## src/rtl/sprite_reg_shadow.sv

```systemverilog
// Sprite register shadow: staging registers written over Avalon, copied
// to the live set on a vsync falling edge once a commit is pending.
//
// Ports:
//   clk, reset        - system clock, async active-low reset
//   chipselect, write, read, address[8:0], writedata[31:0], readdata[31:0]
//                     - Avalon-MM slave (readdata registered, 1-cycle latency)
//   VGA_VS            - active-low vertical sync from the timing counters
//   dino_x .. score_y - live sprite/score registers to the renderer
//   frame_tick        - one-cycle pulse on each vsync falling edge
module sprite_reg_shadow (
  input  logic        clk,
  input  logic        reset,
  input  logic        chipselect,
  input  logic        write,
  input  logic        read,
  input  logic [8:0]  address,
  input  logic [31:0] writedata,
  output logic [31:0] readdata,
  input  logic        VGA_VS,
  output logic [7:0]  dino_x,
  output logic [7:0]  dino_y,
  output logic [7:0]  jump_x,
  output logic [7:0]  jump_y,
  output logic [7:0]  duck_x,
  output logic [7:0]  duck_y,
  output logic [7:0]  s_cac_x,
  output logic [7:0]  s_cac_y,
  output logic [7:0]  godzilla_x,
  output logic [7:0]  godzilla_y,
  output logic [3:0]  score,
  output logic [7:0]  score_x,
  output logic [7:0]  score_y,
  output logic        frame_tick
);

  // The 12 byte-wide position registers live in one array; the
  // 4-bit score digit is kept apart. Array index = address, except
  // addresses 11/12 (score_x/score_y) shift down by one.
  localparam int         NPOS     = 12;
  localparam logic [8:0] A_SCORE  = 9'd10;
  localparam logic [8:0] A_LAST   = 9'd12;
  localparam logic [8:0] A_CTRL   = 9'd13;
  localparam logic [8:0] A_STATUS = 9'd14;
  localparam logic [8:0] A_FRAMES = 9'd15;

  function automatic logic [7:0] pos_rst(input int i);
    logic [7:0] v;
    case (i)
      0:       v = 8'd100;
      1:       v = 8'd100;
      2:       v = 8'd200;
      3:       v = 8'd150;
      4:       v = 8'd44;
      5:       v = 8'd200;
      6:       v = 8'd244;
      7:       v = 8'd100;
      8:       v = 8'd100;
      9:       v = 8'd4;
      10:      v = 8'd35;
      11:      v = 8'd185;
      default: v = 8'd0;
    endcase
    return v;
  endfunction

  logic [7:0]  r_stg  [NPOS];
  logic [7:0]  r_live [NPOS];
  logic [3:0]  r_stg_score;
  logic [3:0]  r_live_score;
  logic        r_vs_q;
  logic        r_armed;
  logic        r_pending;
  logic [15:0] r_frames;

  logic        w_wr;
  logic        w_rd;
  logic        w_is_reg;
  logic [3:0]  w_pidx;
  logic        w_wr_pos;
  logic        w_wr_score;
  logic        w_wr_ctrl;
  logic [3:0]  w_score_sat;
  logic        w_edge;
  logic        w_commit;
  logic [31:0] w_rdata;
  logic        w_unused_wdata;

  assign w_wr     = chipselect & write;
  assign w_rd     = chipselect & read;
  assign w_is_reg = (address <= A_LAST);
  assign w_pidx   = (address[3:0] < 4'd10) ? address[3:0]
                                           : address[3:0] - 4'd1;

  assign w_wr_pos   = w_wr & w_is_reg & (address != A_SCORE);
  assign w_wr_score = w_wr & (address == A_SCORE);
  assign w_wr_ctrl  = w_wr & (address == A_CTRL);

  assign w_score_sat = (writedata[3:0] > 4'd9) ? 4'd9
                                               : writedata[3:0];

  assign w_unused_wdata = ^writedata[31:8];

  // r_armed masks the first cycle after reset release, where vs_q
  // still holds its reset value of 1 and could fake an edge.
  assign w_edge     = r_armed & r_vs_q & ~VGA_VS;
  assign w_commit   = w_edge & r_pending;
  assign frame_tick = w_edge;

  // Staging set: host-visible, written directly by the bus.
  always_ff @(posedge clk or negedge reset) begin
    if (!reset) begin
      for (int i = 0; i < NPOS; i++) begin
        r_stg[i] <= pos_rst(i);
      end
      r_stg_score <= 4'd0;
    end else begin
      if (w_wr_pos) begin
        r_stg[w_pidx] <= writedata[7:0];
      end
      if (w_wr_score) begin
        r_stg_score <= w_score_sat;
      end
    end
  end

  // Live set: loads the pre-write staging values on a committing
  // edge, so a same-cycle bus write lands only in staging.
  always_ff @(posedge clk or negedge reset) begin
    if (!reset) begin
      for (int i = 0; i < NPOS; i++) begin
        r_live[i] <= pos_rst(i);
      end
      r_live_score <= 4'd0;
    end else if (w_commit) begin
      for (int i = 0; i < NPOS; i++) begin
        r_live[i] <= r_stg[i];
      end
      r_live_score <= r_stg_score;
    end
  end

  // A CTRL write always decides the final pending state; the commit
  // itself is gated by the pending value from before the write.
  always_ff @(posedge clk or negedge reset) begin
    if (!reset) begin
      r_vs_q    <= 1'b1;
      r_armed   <= 1'b0;
      r_pending <= 1'b0;
      r_frames  <= 16'd0;
      readdata  <= 32'd0;
    end else begin
      r_vs_q  <= VGA_VS;
      r_armed <= 1'b1;
      if (w_edge) begin
        r_frames <= r_frames + 16'd1;
      end
      if (w_wr_ctrl) begin
        r_pending <= writedata[0];
      end else if (w_commit) begin
        r_pending <= 1'b0;
      end
      if (w_rd) begin
        readdata <= w_rdata;
      end
    end
  end

  always_comb begin
    w_rdata = 32'd0;
    unique case (1'b1)
      w_is_reg && (address == A_SCORE):
        w_rdata[3:0] = r_stg_score;
      w_is_reg && (address != A_SCORE):
        w_rdata[7:0] = r_stg[w_pidx];
      address == A_STATUS:
        w_rdata[0] = r_pending;
      address == A_FRAMES:
        w_rdata[15:0] = r_frames;
      default: ;
    endcase
  end

  assign dino_x     = r_live[0];
  assign dino_y     = r_live[1];
  assign jump_x     = r_live[2];
  assign jump_y     = r_live[3];
  assign duck_x     = r_live[4];
  assign duck_y     = r_live[5];
  assign s_cac_x    = r_live[6];
  assign s_cac_y    = r_live[7];
  assign godzilla_x = r_live[8];
  assign godzilla_y = r_live[9];
  assign score      = r_live_score;
  assign score_x    = r_live[10];
  assign score_y    = r_live[11];

endmodule

```

## config.mk

```make
export PLATFORM = sky130hd
export DESIGN_NAME = sprite_reg_shadow
export DESIGN_NICKNAME = d
export VERILOG_FILES = /design/src/rtl/sprite_reg_shadow.sv
export SDC_FILE = /design/constraint.sdc
export NUM_CORES = 1
export LEC_CHECK = 0
export BUFFER_PORTS_ARGS = -buffer_cell sky130_fd_sc_hd__buf_2
export CELL_PAD_IN_SITES_DETAIL_PLACEMENT = 0
export CELL_PAD_IN_SITES_GLOBAL_PLACEMENT = 1
export CORE_MARGIN = 2
export CORE_UTILIZATION = 30
export CTS_BUF_LIST = sky130_fd_sc_hd__clkbuf_4
export CTS_CLUSTER_SIZE = 8
export DETAILED_ROUTE_END_ITERATION = 7
export PLACE_DENSITY = 0.6
export SYNTH_ARGS = -nofsm -noshare
export SYNTH_HDL_FRONTEND = slang
export SYNTH_SLANG_ARGS = --single-unit
export TNS_END_PERCENT = 1
```

## constraint.sdc

```tcl
create_clock -name clk -period 2.75 [get_ports clk]
set_input_delay 0.275 -clock clk [delete_from_list [all_inputs] [get_ports clk]]
set_output_delay 0.275 -clock clk [all_outputs]
set_load 0.1 [all_outputs]
```

## Word-level counts from Yosys, hierarchy flattened

Cells that the tools add are included.

| cells by class | value |
|---|---|
| equality and inequality tests | 5 |
| bitwise logic cells | 11 |
| reduce and logical (&&, ||, !) cells | 4 |
| mux-type cells | 14 |
| $lt $le $gt $ge | 5 |
| $add $sub $neg | 2 |

Operator list:

| cell | number |
|---|---|
| bitwise mux 96 bit | 1 |
| == test 9 x 4 -> 1 bit (second input constant) | 4 |
| binary-select mux 8 bit (select 4 bit) | 1 |
| demux 8 bit (select 4 bit) | 1 |
| 2-to-1 mux 8 bit | 4 |
| adder 16 x 1 -> 16 bit (second input constant) | 1 |
| AND 1 bit | 9 |
| less-or-equal comparator 9 x 4 -> 1 bit (second input constant) | 1 |
| != test 9 x 4 -> 1 bit (second input constant) | 1 |
| one-hot mux 3 bit (3 select lines) | 1 |
| 2-to-1 mux 4 bit | 2 |
| one-hot mux 4 bit (2 select lines) | 1 |
| >= comparator 5 bit (second input constant) | 1 |
| < comparator 5 x 1 -> 1 bit (second input constant) | 1 |
| inverter 4 -> 5 bit | 1 |
| greater-than comparator 4 bit (second input constant) | 1 |
| < comparator 4 bit (second input constant) | 1 |
| one-hot mux 1 bit (4 select lines) | 1 |
| subtractor 4 x 1 -> 4 bit (second input constant) | 1 |
| logical AND 1 bit | 3 |
| 2-to-1 mux 1 bit | 2 |
| nonzero test 2 bit | 1 |
| inverter 1 bit | 1 |

| storage, ports and cells | value |
|---|---|
| output and inout port bits | 133 |
| bits of input ports | 47 |
| register bits | 235 |
| word-level logic and storage cells | 72 |

## Depth between registers and ports, before layout

| depth | value |
|---|---|
| depth in word-level cells | 8 |
| depth in mapped cells | 10 |
| gate-level depth less buffers | 8 |

## Worst setup path before layout

OpenSTA, ideal clock, no wires.

| timing | value |
|---|---|
| path type | reg2reg |
| start | register r_vs_q |
| end | register r_live, in the netlist dino_x[0] |
| path buffers | 1 |
| stages on the path, launching flop included | 6 |
| required time | 2.624 ns |
| slack | -0.493 ns |
| data arrival time | 3.117 ns |
| period minus slack after synthesis | 3.243 ns |
| library setup time | 0.126 ns |
| cell sequence | dfstp_2 nand2_1 nor2_1 nand2_1 clkbuf_1 mux2_2 |

| on the way | value |
|---|---|
| word-level cells in the longest chain between the ends | 3 |

Ends and longest elaborated chain:

| item | line | text |
|---|---|---|
| start: declaration | 71 | `logic r_vs_q;` |
| start signal: assignment | 147 | `r_vs_q <= 1'b1;` |
| start signal: assignment | 153 | `r_vs_q <= VGA_VS;` |
| AND 1 bit (2 in series) | 106 | `assign w_edge = r_armed & r_vs_q & ~VGA_VS;` |
| named net frame_tick | 34 | `output logic frame_tick` |
| AND 1 bit | 107 | `assign w_commit = w_edge & r_pending;` |
| end signal: indexed assignment | 132 | `r_live[i] <= pos_rst(i);` |
| end signal: indexed assignment | 137 | `r_live[i] <= r_stg[i];` |
| end: declaration | 68 | `logic [7:0] r_live [NPOS];` |

The timed path passes the listed nets, and every way through them passes these cells.
A chain may end at the register's enable or synchronous reset.

## Final worst setup path

| timing | value |
|---|---|
| start | register r_vs_q |
| end | output port frame_tick |

| on the way | value |
|---|---|
| word-level cells in the longest chain between the ends | 2 |

Ends and longest elaborated chain:

| item | line |
|---|---|
| AND 1 bit (2 in series) | 106 |
| end: declaration | 34 |

No other way between the ends.

==> out/results.tsv <==
stage	metric	value	unit
grt	overflow	0	
yosys	synth_edf_count	0	
setup_path	crit_required	2.48	ns
yosys	synthTopCellsByArea	dfrtp_1, mux2_2, dfstp_2	
pwr	pwr-share-seq	0.499	
pwr	pwr-share-comb	0.082	
sta	slew_headroom	0.559	
pwr	swShare	0.262	
grt	grt_pass1_vias	7308	
clock_tree	cts_resized	0	
final_layout	final_common_cell	mux2_2	
final_layout	finish.net_count	1046	
floorplanning	die_x	191	µm
sta	grt_setup_unrepaired	false	
clock_tree	clk_pin_slew_worst_paths	0.06	ns
yosys	yosysTopAreaCell	dfrtp_1	
sta	worst_clock_skew	0.0232	ns
clock_tree	cts_buffers	61	
sta	worstMarginPinSlew	0.661	ns
clock_tree	insertion_delay	0.68	ns
final_layout	drive_gt1_frac	0.554	
final_layout	layout_common_cells	mux2_2, dfrtp_1, buf_2	
final_layout	top_regs	r_stg: 96 flops, r_frames: 16 flops, readdata: 16 flops	
yosys	yosysSeqAreaShare	0.571	
sta	clock.fmax	0.423	GHz
route	first_pass_iters	5	
grt	grt_pass1_wl	43800	µm
sta	min_period	2.37	ns
sta	slew_violations	0	
place	post-dp-hpwl	20500	µm
floorplanning	dieArea	36400	µm²
floorplanning	ios	180	
clock_tree	cts-root-buf	clkbuf_4	
floorplanning	row_count	68	
pwr	fin_total_pwr	7.21	mW
job	cap_violations	0	
pwr	p_leak	6.36	nW
yosys	syn-cell-area	10500	µm²
grt	grt.total_usage	0.158	
yosys	synthCells	793	
yosys	yosysUniqueCellTypes	67	
setup_path	critical_path_class	register to primary output	
final_layout	fillers	3432	
sta	timing.final.ws_setup	0.385	ns
route	num_vias	7071	
clock_tree	ctsHtreeMaxLevel	2	
run_status	status	completed	
final_layout	layout.cells.non_filler	1501	
yosys	synth.avg_cell_area	13.2	µm²
route	drc_errors	0	
clock_tree	cts_tree	done	
pwr	power.switching	1.89	mW
setup_path	end_kind	primary output	
pwr	p_clk_frac	0.420	
final_layout	syn2layout_area_growth	20.7	%
yosys	synth.ff_latch_count	235	
setup_path	reg2reg_slack	0.68	ns
place	post-place-ws	0.227	ns
setup_path	critPathArrivalTime	2.09	ns
final_layout	regMostFlops	r_stg	
place	dp.cells	1381	
sta	setup_violations	0	
clock_tree	cts_max_path_buffers	3	
grt	antenna_found_initial	1	
pwr	internal_power	5.32	mW
final_layout	multiInputGateArea	4240	µm²
yosys	synth_top_area_frac	0.373	
setup_path	crit_path_start_kind	register	
yosys	synthArstFlopShare	1.00	
setup_path	cp_max_fo	8	
clock_tree	clock_sinks	235	
clock_tree	post-cts-setup-buffers	0	
final_layout	regArea	5980	µm²
pwr	irDropWorstVdd	0.000262	V
sta	timing.final.crit_share	0.860	
clock_tree	hold_buffers	4	
place	place_congestion	0.860	
yosys	ys.flop_type	dfrtp_1	
grt	grt_max_degree	96	
final_layout	largest_reg_flops	96	
pwr	p_per_area	570	nW/µm²
floorplanning	start_util	0.304	
route	ant_nets	0	
sta	tns	0	ns
min_path	hp-class	primary input to register	
sta	hold_viol	0	
route	via_per_inst	4.71	
final_layout	fin_util	0.367	
route	drtIter0Drc	333	
floorplanning	die_h	191	µm
route	wl_per_cell	19.1	µm
floorplanning	core-area	34500	µm²
place	port_buffers	139	
yosys	yosysWarnings	0	
route	wl	28600	µm
[per-layer routing]
layer	global-route usage	up-vias	wire, µm
met2	0.243	208	12900
met1	0.222	3514	13300
met4	0.0552	0	761
li1	-	3293	-
met5	0	-	0
met3	0.0317	56	1640
[logic make-up after synthesis]
logic type / share of synthesized area
buffers and inverters: 0.0317
AO/OA/AOI/OAI: 0.0674
multiplexers: 0.229
XOR/XNOR: 0.0142
adder cells (fa/ha/maj): 0.00717
flip-flops: 0.571
AND/OR/NAND/NOR: 0.0790
other: 0.000717
[worst max-delay path: stages (launching register included)]
cell and delay (ns):
dfstp_2 0.51, nand2_1 0.05, nor2_2 0.34, buf_2 0.51
[per-stage QoR]
step | cell area, µm² | hold slack [ns]
final | 12600 | 0.0490
after global routing | 12600 | 0.0149
after CTS | 12600 | 0.00416
after detailed placement | 11800 | 0.249
after global placement | 11800 | 0.253
after floorplan | 10500 | -0.0206
[cell usage after synthesis (6+ instances only)]
| master | instances |
|---|---|
| xnor2_1 | 12 |
| mux2i_1 | 10 |
| nor3_1 | 12 |
| ha_1 | 6 |
| a22oi_1 | 6 |
| a31oi_1 | 7 |
| a21oi_1 | 15 |
| nand2_1 | 68 |
| dfrtp_1 | 156 |
| mux2_2 | 198 |
| clkbuf_1 | 27 |
| inv_1 | 6 |
| o22ai_1 | 13 |
| a22o_1 | 12 |
| nand2_2 | 9 |
| nor2_1 | 13 |
| buf_4 | 16 |
| o21ai_0 | 16 |
| dfstp_2 | 79 |
| nand3_1 | 19 |
[area by class of cell]
cell class | instances | share of cell area
inverters | 7 | 0.00208
well taps | 455 | 0.0450
diodes | 2 | 0.000396
multi-input cells | 513 | 0.335
clock inverters | 15 | 0.00445
repair buffers | 175 | 0.0809
flip-flops and latches | 235 | 0.473
clock buffers | 99 | 0.0588
[power by group through the flow]
| stage | Clock [mW] | Combinational (mW) | Sequential (mW) |
|---|---|---|---|
| floorplan | 0 | 0.363 | 3.64 |
| global placement | 0 | 0.587 | 3.65 |
| detailed placement | 0 | 0.588 | 3.66 |
| CTS | 3.17 | 0.595 | 3.59 |
| global route | 3.34 | 0.646 | 3.60 |
| finish | 3.02 | 0.588 | 3.59 |
[final timing paths]
kind / endpoint / start / cells past startpoint
worst max-delay path: frame_tick / r_vs_q / 3
worst min-delay path: r_stg_score[1] / writedata[1] / 3
worst max register to register: duck_y[2] / r_vs_q / 5
worst min register to register: r_frames[15] / r_frames[15] / 1
max in group asynchronous: jump_y[1] / reset / 3
min in group asynchronous: duck_x[6] / reset / 2
(Power assumes the default switching activity.)
